===== src/rtl/mem_arbiter_if.sv =====
// Requester/RAM bus bundle for mem_arbiter: master is the arbiter side, slave the
// requesters plus RAM. Requester i owns bits [i] and [i*AW +: AW] of the vectors.
interface mem_arbiter_if #(
  parameter int unsigned NREQ = 2,
  parameter int unsigned AW   = 32
);
  logic [NREQ-1:0]    req_ren;
  logic [NREQ-1:0]    req_wen;
  logic [NREQ-1:0]    req_ll;
  logic [NREQ-1:0]    req_sc;
  logic [NREQ*AW-1:0] req_addr;
  logic [NREQ*AW-1:0] req_store;
  logic [NREQ-1:0]    req_ack;
  logic [AW-1:0]      req_load;
  logic               sc_ok;
  logic               ramREN;
  logic               ramWEN;
  logic [AW-1:0]      ramaddr;
  logic [AW-1:0]      ramstore;
  logic [AW-1:0]      ramload;
  logic               ram_ready;

  modport master (
    input  req_ren, req_wen, req_ll, req_sc, req_addr, req_store, ramload, ram_ready,
    output req_ack, req_load, sc_ok, ramREN, ramWEN, ramaddr, ramstore
  );

  modport slave (
    output req_ren, req_wen, req_ll, req_sc, req_addr, req_store, ramload, ram_ready,
    input  req_ack, req_load, sc_ok, ramREN, ramWEN, ramaddr, ramstore
  );
endinterface


===== src/rtl/mem_arbiter.sv =====
// Round-robin arbiter sharing one RAM port among NREQ requesters.
// Define ATOMIC_RSV_EN to add per-requester LL/SC link registers.
module mem_arbiter #(
  parameter int unsigned NREQ = 2,
  parameter int unsigned AW   = 32
) (
  input logic           CLK,
  input logic           nRST,
  mem_arbiter_if.master bus
);
  localparam int unsigned GW = $clog2(NREQ);

  typedef enum logic {IDLE, ACCESS} state_t;

  state_t          r_state, w_state_nxt;
  logic [GW-1:0]   r_gnt, w_gnt_nxt;
  logic [GW-1:0]   r_rr_ptr, w_rr_nxt;
  logic [GW-1:0]   w_sel, w_idx;
  logic            w_sel_found;
  logic [NREQ-1:0] w_req_pend;
  logic            w_ren, w_wen, w_pend;
  logic [AW-1:0]   w_addr, w_store;
  logic            w_done;
  logic            w_sc_fail;
  logic            w_sc_ok_done;

  assign w_req_pend = bus.req_ren | bus.req_wen;
  assign w_ren      = bus.req_ren[r_gnt];
  assign w_wen      = bus.req_wen[r_gnt];
  assign w_pend     = w_ren | w_wen;
  assign w_addr     = bus.req_addr[32'(r_gnt)*AW +: AW];
  assign w_store    = bus.req_store[32'(r_gnt)*AW +: AW];

  // Scan downward so the nearest pending index at or after rr_ptr is the last write.
  always_comb begin
    w_sel       = '0;
    w_idx       = '0;
    w_sel_found = 1'b0;
    for (int unsigned k = NREQ; k > 0; k--) begin
      w_idx = GW'((32'(r_rr_ptr) + k - 1) % NREQ);
      if (w_req_pend[w_idx]) begin
        w_sel       = w_idx;
        w_sel_found = 1'b1;
      end
    end
  end

`ifdef ATOMIC_RSV_EN
  logic [NREQ-1:0] r_link_v;
  logic [AW-1:0]   r_link_a [NREQ];
  logic            w_is_sc;

  assign w_is_sc      = w_wen & bus.req_sc[r_gnt];
  assign w_sc_fail    = w_is_sc & ~(r_link_v[r_gnt] && (r_link_a[r_gnt] == w_addr));
  assign w_sc_ok_done = w_is_sc;

  // Any completed write (including a passing SC) kills every link on that address.
  always_ff @(posedge CLK or negedge nRST) begin
    if (!nRST) begin
      r_link_v <= '0;
      for (int unsigned i = 0; i < NREQ; i++) r_link_a[i] <= '0;
    end else if (w_done && !w_sc_fail) begin
      if (w_wen) begin
        for (int unsigned i = 0; i < NREQ; i++)
          if (r_link_a[i] == w_addr) r_link_v[i] <= 1'b0;
      end else if (bus.req_ll[r_gnt]) begin
        r_link_v[r_gnt] <= 1'b1;
        r_link_a[r_gnt] <= w_addr;
      end
    end
  end
`else
  logic w_unused_rsv;

  assign w_unused_rsv = ^{bus.req_ll, bus.req_sc};
  assign w_sc_fail    = 1'b0;
  assign w_sc_ok_done = 1'b1;
`endif

  always_ff @(posedge CLK or negedge nRST) begin
    if (!nRST) begin
      r_state  <= IDLE;
      r_gnt    <= '0;
      r_rr_ptr <= '0;
    end else begin
      r_state  <= w_state_nxt;
      r_gnt    <= w_gnt_nxt;
      r_rr_ptr <= w_rr_nxt;
    end
  end

  always_comb begin
    w_state_nxt  = r_state;
    w_gnt_nxt    = r_gnt;
    w_rr_nxt     = r_rr_ptr;
    w_done       = 1'b0;
    bus.req_ack  = '0;
    bus.req_load = '0;
    bus.sc_ok    = 1'b0;
    bus.ramREN   = 1'b0;
    bus.ramWEN   = 1'b0;
    bus.ramaddr  = '0;
    bus.ramstore = '0;
    unique case (r_state)
      IDLE: begin
        if (w_sel_found) begin
          w_gnt_nxt   = w_sel;
          w_state_nxt = ACCESS;
        end
      end
      ACCESS: begin
        if (!w_pend) begin
          w_state_nxt = IDLE;
        end else if (w_sc_fail) begin
          w_done = 1'b1;
        end else begin
          bus.ramWEN   = w_wen;
          bus.ramREN   = w_ren & ~w_wen;
          bus.ramaddr  = w_addr;
          bus.ramstore = w_store;
          if (bus.ram_ready) begin
            w_done       = 1'b1;
            bus.req_load = bus.ramload;
            bus.sc_ok    = w_sc_ok_done;
          end
        end
        if (w_done) begin
          bus.req_ack = NREQ'(1) << r_gnt;
          w_rr_nxt    = (r_gnt == GW'(NREQ - 1)) ? '0 : r_gnt + 1'b1;
          w_state_nxt = IDLE;
        end
      end
      default: w_state_nxt = IDLE;
    endcase
  end
endmodule

===== src/flat_wrapper.sv =====
// flat-port wrapper written by rule: the top's interface ports become plain ports
module mem_arbiter_flat 
#(
  parameter int unsigned NREQ = 2,
  parameter int unsigned AW   = 32
)
  (CLK, nRST, bus_req_ren, bus_req_wen, bus_req_ll, bus_req_sc, bus_req_addr, bus_req_store, bus_ramload, bus_ram_ready, bus_req_ack, bus_req_load, bus_sc_ok, bus_ramREN, bus_ramWEN, bus_ramaddr, bus_ramstore);
  mem_arbiter_if #(.NREQ(NREQ), .AW(AW)) bus_i ();
  input logic CLK;
  input logic nRST;
  input wire logic [$bits(bus_i.req_ren)-1:0] bus_req_ren;
  input wire logic [$bits(bus_i.req_wen)-1:0] bus_req_wen;
  input wire logic [$bits(bus_i.req_ll)-1:0] bus_req_ll;
  input wire logic [$bits(bus_i.req_sc)-1:0] bus_req_sc;
  input wire logic [$bits(bus_i.req_addr)-1:0] bus_req_addr;
  input wire logic [$bits(bus_i.req_store)-1:0] bus_req_store;
  input wire logic [$bits(bus_i.ramload)-1:0] bus_ramload;
  input wire logic [$bits(bus_i.ram_ready)-1:0] bus_ram_ready;
  output wire logic [$bits(bus_i.req_ack)-1:0] bus_req_ack;
  output wire logic [$bits(bus_i.req_load)-1:0] bus_req_load;
  output wire logic [$bits(bus_i.sc_ok)-1:0] bus_sc_ok;
  output wire logic [$bits(bus_i.ramREN)-1:0] bus_ramREN;
  output wire logic [$bits(bus_i.ramWEN)-1:0] bus_ramWEN;
  output wire logic [$bits(bus_i.ramaddr)-1:0] bus_ramaddr;
  output wire logic [$bits(bus_i.ramstore)-1:0] bus_ramstore;
  assign bus_i.req_ren = bus_req_ren;
  assign bus_i.req_wen = bus_req_wen;
  assign bus_i.req_ll = bus_req_ll;
  assign bus_i.req_sc = bus_req_sc;
  assign bus_i.req_addr = bus_req_addr;
  assign bus_i.req_store = bus_req_store;
  assign bus_i.ramload = bus_ramload;
  assign bus_i.ram_ready = bus_ram_ready;
  assign bus_req_ack = bus_i.req_ack;
  assign bus_req_load = bus_i.req_load;
  assign bus_sc_ok = bus_i.sc_ok;
  assign bus_ramREN = bus_i.ramREN;
  assign bus_ramWEN = bus_i.ramWEN;
  assign bus_ramaddr = bus_i.ramaddr;
  assign bus_ramstore = bus_i.ramstore;
  mem_arbiter #(.NREQ(NREQ), .AW(AW)) u_core (.CLK(CLK), .nRST(nRST), .bus(bus_i));
endmodule

===== config.mk =====
export PLATFORM = sky130hd
export DESIGN_NAME = mem_arbiter_flat
export DESIGN_NICKNAME = d
export VERILOG_FILES = /design/src/rtl/mem_arbiter_if.sv /design/src/rtl/mem_arbiter.sv /design/src/flat_wrapper.sv
export SDC_FILE = /design/constraint.sdc
export NUM_CORES = 1
export LEC_CHECK = 0
export CORE_AREA = 10 10 96 98
export CTS_CLUSTER_DIAMETER = 200
export CTS_CLUSTER_SIZE = 10
export DETAILED_ROUTE_END_ITERATION = 8
export DIE_AREA = 0 0 106 108
export PLACE_DENSITY = 0.8
export REMOVE_ABC_BUFFERS = 1
export SLEW_MARGIN = 20
export SYNTH_ARGS = -nofsm -noshare
export SYNTH_HDL_FRONTEND = slang
export SYNTH_SLANG_ARGS = --single-unit

===== constraint.sdc =====
create_clock -name CLK -period 2.6 [get_ports CLK]
set_input_delay 0.39 -clock CLK [delete_from_list [all_inputs] [get_ports CLK]]
set_output_delay 0.39 -clock CLK [all_outputs]
set_load 0.01 [all_outputs]

# ---- Yosys cells after proc, flatten, opt, wreduce, memory -nomap -nowiden
# Cells that the tools add are included.
dict set report totals {
  ff_bits 3
  input_bits 171
  out_inout_bits 101
  elab_cells 55
}
dict set report op_classes {
  n_addsub 5
  magnitude_cmp 3
  shift 3
  n_mux 34
  n_bitwise 5
  n_reduce_logical 2
}
# op count
set ops {}
lappend ops {{$mux W32} 7}
lappend ops {{$shiftx A64 B7 Y32} 2}
lappend ops {{$mux W1} 24}
lappend ops {{$lt A1 B2 Y1 const B} 3}
lappend ops {{$mux W2} 2}
lappend ops {{$reduce_and A2 Y1} 2}
lappend ops {{$add A1 B1 Y1 const B} 3}
lappend ops {{$not A1 Y1} 2}
lappend ops {{$or A2 B2 Y2} 1}
lappend ops {{$pmux W1 S2} 1}
lappend ops {{$shl A1 B1 Y2 const A} 1}
lappend ops {{$sub A1 B1 Y1 const B} 2}
lappend ops {{$and A1 B1 Y1} 1}
lappend ops {{$or A1 B1 Y1} 1}

# ---- Depth between registers and ports, before layout
# Gate-level depths: netlist of run 1.
dict set report logic_depth {
  depth_word 8
  ltp_mapped 5
  depth_no_buf 3
}

# ---- Least setup slack after synthesis of run 1
# Ideal clock, no wire load.
dict set report synth_path {
  kind {flip-flop to output port}
  from {register u_core.r_gnt}
  to {output port bus_req_load[23]}
  arrival_time_ns 1.275
  required_time_ns 2.210
  setup_slack_ns 0.935
  path_stages_with_launch 6
  n_path_buf 2
  cell_sequence {dfrtp_1 -> buf_2 -> o21ba_4 -> o21ba_2 -> buf_2 -> and2_1}
}
dict set report synth_between {
  elab_chain_cells 5
  elab_cells_between_ends 7
  cone_classes {mux (6); bitwise (1)}
}
# item line
set synth_lines {}
lappend synth_lines {{start: declaration} mem_arbiter.sv:16} ;# logic [GW-1:0] r_gnt, w_gnt_nxt;
lappend synth_lines {{start signal: assignment} mem_arbiter.sv:87} ;# r_gnt <= w_gnt_nxt;
lappend synth_lines {{$mux W1 (on tied branches) (2 in a row)} {mem_arbiter.sv:28, mem_arbiter.sv:29}}
lappend synth_lines {{$or A1 B1 Y1 (*)} mem_arbiter.sv:30} ;# assign w_pend = w_ren | w_wen;
lappend synth_lines {{$mux W32 (*)} mem_arbiter.sv:112} ;# if (!w_pend) begin
lappend synth_lines {{$mux W32 (*)} mem_arbiter.sv:104} ;# unique case (r_state)
lappend synth_lines {{end: declaration} flat_wrapper.sv:20} ;# output wire logic [$bits(bus_i.req_load)-1:0] bus_req_load;
# Mark *: on every way between the ends. The rest lies on a longest branch, timed or not. The select of a mux whose other input is x is not followed.

# ---- Worst setup path after layout of run 1
dict set report layout_path {
  from {input port bus_req_ren[1]}
  to {output port bus_ramaddr[31]}
}
dict set report layout_between {
  elab_chain_cells 5
}
# item line
set layout_lines {}
lappend layout_lines {{start: declaration} flat_wrapper.sv:11} ;# input wire logic [$bits(bus_i.req_ren)-1:0] bus_req_ren;
lappend layout_lines {{$mux W1 (implied by the code) (2 in a row)} mem_arbiter.sv:28} ;# assign w_ren = bus.req_ren[r_gnt];
lappend layout_lines {{$or A1 B1 Y1} mem_arbiter.sv:30}
lappend layout_lines {{$mux W32} mem_arbiter.sv:112}
lappend layout_lines {{$mux W32} mem_arbiter.sv:104}
lappend layout_lines {{end: declaration} flat_wrapper.sv:24} ;# output wire logic [$bits(bus_i.ramaddr)-1:0] bus_ramaddr;
# No other way between the ends. The select of a mux whose other input is x is not followed.

==> flow_metrics.tcl, run 1 <==
set metrics [dict create \
    timing.critical_path.buf_inv 3 \
    drtIter0Drc 39 \
    grt_max_degree 42 \
    finalNonFillerCells 567 \
    power_density_nw_per_um2 737.4 \
    start_util_pct 18.82 \
    period_minus_slack_ps 2524 \
    finalHoldViolCount 0 \
    timing.fmax_mhz 396.3 \
    max_slew.worst_pin.slew_ps 455.3 \
    row_count 32 \
    cts_buffers 3 \
    die_y_um 108 \
    fin_worst_skew_ps 3.636 \
    antenna_cells 0 \
    cp.required_ps 2210 \
    layout-drive-gt1-share_pct 3.441 \
    vias 2402 \
    path_class "in2out" \
    cp_cell_sequence "clkdlybuf4s50_1 > o21a_2 > o21ai_4 > buf_12 > nor2_1 > clkdlybuf4s50_1" \
    grt_usage_pct 15.89 \
    grt_setup_unrepaired "false" \
    leakage_uw 0.002235 \
    drc 0 \
    placed_cells 562 \
    placed_cell_area_sq_um 4218 \
    routed_wl_um 10320 \
    wl_per_cell_um 18.20 \
    clkSinkCount 3 \
    seq_area_frac_synth_pct 5.357 \
    finalMaxSlewViolations 0 \
    yosys_warnings 0 \
    hold_buffers 0 \
    crit_arrival_ps 2130 \
    cp-end-kind "primary output" \
    clk_path_buf_depth 2 \
    io_buffer_count 267 \
    first_global_vias 2612 \
    fp.dieW_um 106 \
    gp_congestion 0.8237 \
    clk_latency_ps 220 \
    fin_nets 637 \
    ys_types 20 \
    holdCritPathClass "in2async" \
    ant_nets 0 \
    viasPerCell 4.236 \
    fill_cells 660 \
    core_area_sq_um 7447 \
    critPathMaxStageDelay_ps 490 \
    globalRouteOverflowTotal 0 \
    drt_first_pass_iters 4 \
    tritoncts "yes" \
    h-tree-depth 1 \
    timing.max_cap.violations 0 \
    period_share_pct 97.06 \
    antenna_found_initial 0 \
    setup_violations 0 \
    run_status "finished clean" \
    syn_area_sq_um 1401 \
    cp_max_fo 40 \
    synth-seq-cells 3 \
    slew_headroom_pct 69.65 \
    crit_slowest_cell "clkdlybuf4s50_1" \
    ctsRootBufferMaster "clkbuf_8" \
    syn2layout_area_growth_pct 211.7 \
    io_pins 272 \
    cp-start-kind "input port" \
    synth_cells 203 \
    clk_pin_slew_ps 30 \
    syn_avg_cell_area_sq_um 6.903 \
    final_area_sq_um 4368 \
    grt_pass1_wl_um 14500 \
    crit_family "buffers and inverters" \
    peakVddDrop_v 0.0003167 \
    worst_path_most_repeated_cell "clkdlybuf4s50_1" \
    dp_hpwl_um 8977 \
    dieArea_sq_um 11450 \
]
cell usage after synthesis:
master | count | area [sq um]
nor2_1 | 69 | 259.0
mux2i_1 | 65 | 650.6
and2_1 | 33 | 206.5
buf_2 | 13 | 65.06
dfrtp_1 | 3 | 75.07
buf_4 | 2 | 15.01
clkbuf_2 | 2 | 10.01
inv_1 | 2 | 7.510
nor2b_1 | 2 | 12.51
o21ai_0 | 2 | 10.01
a21o_1 | 1 | 7.510
a32oi_1 | 1 | 8.760
nand2_1 | 1 | 3.750
nor3_1 | 1 | 5.000
o21a_1 | 1 | 7.510
o21ai_4 | 1 | 16.27
o21ba_2 | 1 | 10.01
o21ba_4 | 1 | 16.27
o21bai_1 | 1 | 7.510
o31ai_1 | 1 | 7.510
layer usage:
metal / GRT usage [%] / routed length, um / part of all wire, %
met1: 15.24 / 3474 / 34
met2: 31.58 / 5806 / 56
met3: 6.306 / 968 / 9.4
met4: 2.611 / 69 / 0.67
met5: 0 / 0 / 0
final timing paths:
check	startpoint	to	slack [ps]	depth (start not counted)
worst max register to register	u_core.r_gnt	u_core.r_rr_ptr	1300	3
min in group CLK	u_core.r_rr_ptr	u_core.r_rr_ptr	530	2
max in group asynchronous	nRST	u_core.r_gnt	2070	1
worst min register to register	u_core.r_rr_ptr	u_core.r_rr_ptr	530	2
worst min-delay path	nRST	u_core.r_rr_ptr	360	1
worst max-delay path	bus_req_ren[1]	bus_ramaddr[31]	80	6
final cells by class:
| cell class | count | area, sq um | area share, % |
|---|---|---|---|
| multi-input cells | 181 | 1236 | 28.30 |
| flip-flops and latches | 3 | 78.83 | 1.805 |
| well taps | 102 | 127.6 | 2.922 |
| inverters | 2 | 7.507 | 0.1719 |
| repair buffers | 275 | 2873 | 65.77 |
| clock buffers | 4 | 45.04 | 1.031 |
registers in the layout (all words and copies together) (netlist names):
| signal | count |
|---|---|
| u_core.r_gnt | 1 |
| u_core.r_state | 1 |
| u_core.r_rr_ptr | 1 |
cells in the final DEF (no fill, tap or decap):
cell             count
o21bai_1             1
dlymetal6s2s_1      29
clkbuf_8             3
nor2_1              69
o21ai_4              1
a32oi_1              1
dfrtp_1              2
o31ai_1              1
nor2b_1              2
o21ai_0              2
mux2i_1             65
inv_1                2
o21a_2               1
buf_12               4
nor3_1               1
a21o_1               1
nand2_1              1
clkbuf_16            1
buf_4                3
and2_1              33
clkbuf_1             1
clkdlybuf4s50_1    238
dfrtp_4              1
o21ba_4              2
stage by stage:
step	util [%]	setup slack (ps)	power (uW)	setup TNS, ps	hold WS, ps
6_report	58.65	76.35	3221	0	357.2
5_1_grt	58.65	0.9861	3442	0	364.5
4_1_cts	57.24	16.76	3253	0	355.0
3_5_place_dp	56.64	17.47	3099	0	523.9
2_1_floorplan	-	-1401	1513	-126820	94.41
3_3_place_gp	56.64	80.25	3050	0	521.2
report_power, final:
group / switching (uW) / internal (uW) / total, uW
clock network: 35.7 / 105 / 141
logic: 1290 / 1680 / 2970
registers: 38.6 / 76.3 / 115
total: 1360 / 1860 / 3220
what timing repair did:
| item | 4_1_cts | 5_1_grt |
|---|---|---|
| endpoints found under the setup margin | 0 | 44 |
| gates resized for setup | 0 | 31 |
| buffers inserted | 0 | 0 |
cells by family after synthesis:
group | count (synthesis) | synth area share, %
buffers and inverters | 19 | 6.964
AO/OA/AOI/OAI | 10 | 6.519
flip-flops | 3 | 5.357
AND/OR/NAND/NOR | 106 | 34.73
multiplexers | 65 | 46.43
Note: power is estimated with default switching activity, not from simulation.
==> run 2, diff against run 1 <==
--- a/config.mk
+++ b/config.mk
@@ -5,6 +5,7 @@
 export SDC_FILE = /design/constraint.sdc
 export NUM_CORES = 1
 export LEC_CHECK = 0
+export CAP_MARGIN = 20
 export CORE_AREA = 10 10 96 98
 export CTS_CLUSTER_DIAMETER = 200
 export CTS_CLUSTER_SIZE = 10
==> results of run 2 <==
The final DEF is identical to that of run 1; final timing and power are the same.
==> run 3, diff against run 2 <==
--- a/config.mk
+++ b/config.mk
@@ -6,12 +6,12 @@
 export NUM_CORES = 1
 export LEC_CHECK = 0
 export CAP_MARGIN = 20
-export CORE_AREA = 10 10 96 98
+export CORE_AREA = 8 8 99 101
 export CTS_CLUSTER_DIAMETER = 200
 export CTS_CLUSTER_SIZE = 10
 export DETAILED_ROUTE_END_ITERATION = 8
-export DIE_AREA = 0 0 106 108
-export PLACE_DENSITY = 0.8
+export DIE_AREA = 0 0 107 109
+export PLACE_DENSITY = 0.72
 export REMOVE_ABC_BUFFERS = 1
 export SLEW_MARGIN = 20
 export SYNTH_ARGS = -nofsm -noshare
==> flow_metrics.tcl, run 3 (synthesis gave the netlist of run 1 again) <==
set metrics [dict create \
    run_status "finished clean" \
    layout_common_cells "clkdlybuf4s50_1, nor2_1, mux2i_1, and2_1, dlymetal6s2s_1" \
    clk_path_buf_depth 2 \
    die_y_um 109 \
    drtIter0Drc 106 \
    cp-startpoint "bus_req_ren[1]" \
    first_global_vias 2571 \
    leakage_uw 0.001839 \
    routed_wl_um 9369 \
    internal-power_uw 1821 \
    period_share_pct 97.80 \
    finalMaxSlewViolations 0 \
    place_ws_ps 47.58 \
    cp_max_fo 35 \
    crit_slowest_cell "clkdlybuf4s50_1" \
    peakVddDrop_v 0.0004255 \
    ant_nets 0 \
    timing.max_cap.violations 0 \
    layout-drive-gt1-share_pct 2.808 \
    cts_setup_buffers 0 \
    grt_setup_unrepaired "false" \
    top_regs "u_core.r_gnt x1, u_core.r_rr_ptr x1, u_core.r_state x1" \
    setup_violations 0 \
    rr_endpoint "u_core.r_rr_ptr" \
    cp_cell_sequence "clkdlybuf4s50_1 > o21a_1 > o21ba_2 > buf_12 > and2_1 > clkdlybuf4s50_1" \
    grt_usage_pct 14.61 \
    power_density_nw_per_um2 736.7 \
    antenna_found_initial 0 \
    p_switching_uw 1326 \
    cp-start-kind "input port" \
    worst_hold_slack_ps 351.3 \
    worst_path_most_repeated_cell "clkdlybuf4s50_1" \
    cp-end-kind "primary output" \
    antenna_cells 0 \
    start_util_pct 16.72 \
    fill_cells 794 \
    combPwrFrac_pct 92.1 \
    period_minus_slack_ps 2543 \
    fp.dieW_um 107 \
    drt_first_pass_iters 4 \
    vias 2325 \
    row_count 34 \
    drc 0 \
    clk_latency_ps 220 \
    grt_max_degree 71 \
    h-tree-depth 1 \
    globalRouteOverflowTotal 0 \
    timing.fmax_mhz 393.3 \
    wl_per_cell_um 16.41 \
    hold_buffers 0 \
    cts_buffers 3 \
    critPathMaxStageDelay_ps 550 \
    io_pins 272 \
    finalHoldViolCount 0 \
    dieArea_sq_um 11660 \
    reg2reg_setup_slack_ps 1320 \
    max_slew.worst_pin.slew_ps 489.3 \
    dp_hpwl_um 7954 \
    p_clk_share_pct 4.4 \
    clkSinkCount 3 \
    clk_pin_slew_ps 30 \
    holdCritPathClass "in2async" \
    cp.required_ps 2210 \
    fin_worst_skew_ps 2.774 \
    gp_congestion 0.7771 \
    r2r_cells 4 \
    switching_share_pct 42.14 \
    crit_path_end "bus_req_load[2]" \
    p_seq_share_pct 3.5 \
    grt_pass1_wl_um 13690 \
    viasPerCell 4.072 \
    syn2layout_area_growth_pct 204.8 \
    path_class "in2out" \
    tritoncts "yes" \
    r2r_start "u_core.r_gnt" \
    fin_nets 635 \
    ctsRootBufferMaster "clkbuf_8" \
    io_buffer_count 267 \
    core_area_sq_um 8381 \
    crit_arrival_ps 2150 \
    slew_headroom_pct 67.38 \
    layout_commonest_cell "clkdlybuf4s50_1" \
    setup_slack_ps 57.24 \
]
==> run 3: cell types whose count changed in the layout (fill, tap and decap cells not counted) <==
cell	previous run	this run
buf_12	4	3
o21a_1	0	1
clkdlybuf4s50_1	238	260
dlymetal6s2s_1	29	7
buf_6	0	1
clkbuf_16	1	0
o21a_2	1	0
o21ba_4	2	1
o21ba_2	0	1
buf_4	3	2
==> run 3: how the worst min path moves through the flow <==
stage / from / to / slack [ps] / cells past startpoint
finish: nRST / u_core.r_gnt / 350 / 1
global route: nRST / u_core.r_gnt / 350 / 1
CTS: nRST / u_core.r_gnt / 350 / 1
detailed placement: u_core.r_rr_ptr / u_core.r_rr_ptr / 530 / 2
global placement: u_core.r_rr_ptr / u_core.r_rr_ptr / 520 / 2
floorplan: nRST / u_core.r_gnt / 90 / 0
==> run 3: timing repair <==
| item | 4_1_cts | 5_1_grt |
|---|---|---|
| resized for setup | 0 | 8 |
| endpoints found under the hold margin | 0 | 0 |
| setup endpoints to repair | 0 | 31 |
==> run 3: layout make-up <==
class	instances	area, sq um	area share [%]
well taps	108	135.1	3.163
repair buffers	273	2776	65.00
flip-flops and latches	3	78.83	1.845
multi-input cells	181	1229	28.76
inverters	2	7.507	0.1757
clock buffers	4	45.04	1.054
==> run 3: through the flow <==
step	std cells	setup TNS [ps]	utilization, %	area, sq um	power (uW)
final	571	0	50.97	4272	3147
after global routing	571	0	50.97	4272	3376
after CTS	571	0	50.72	4250	3197
after detailed placement	567	0	50.18	4205	3036
after global placement	567	0	50.18	4205	3009
after floorplan	186	-126820	-	1311	1513
==> run 3: worst max-delay path: cells and delay by family <==
family / cells / cell delay, ps
AND/OR/NAND/NOR: 1 / 140
buffers and inverters: 3 / 1220
AO/OA/AOI/OAI: 2 / 390
==> run 3: power groups by stage <==
stage / Sequential (uW) / Clock [uW] / Combinational (uW)
2_1_floorplan: 283 / 0 / 1230
3_3_place_gp: 108 / 0 / 2900
3_5_place_dp: 111 / 0 / 2920
4_1_cts: 111 / 142 / 2950
5_1_grt: 114 / 151 / 3110
6_report: 112 / 138 / 2900
==> run 3: metal layers <==
metal	track usage, %	share of wire, %
met3	5.201	9.3
met4	3.317	0.73
met5	0	0
met1	15.46	36
met2	27.13	54
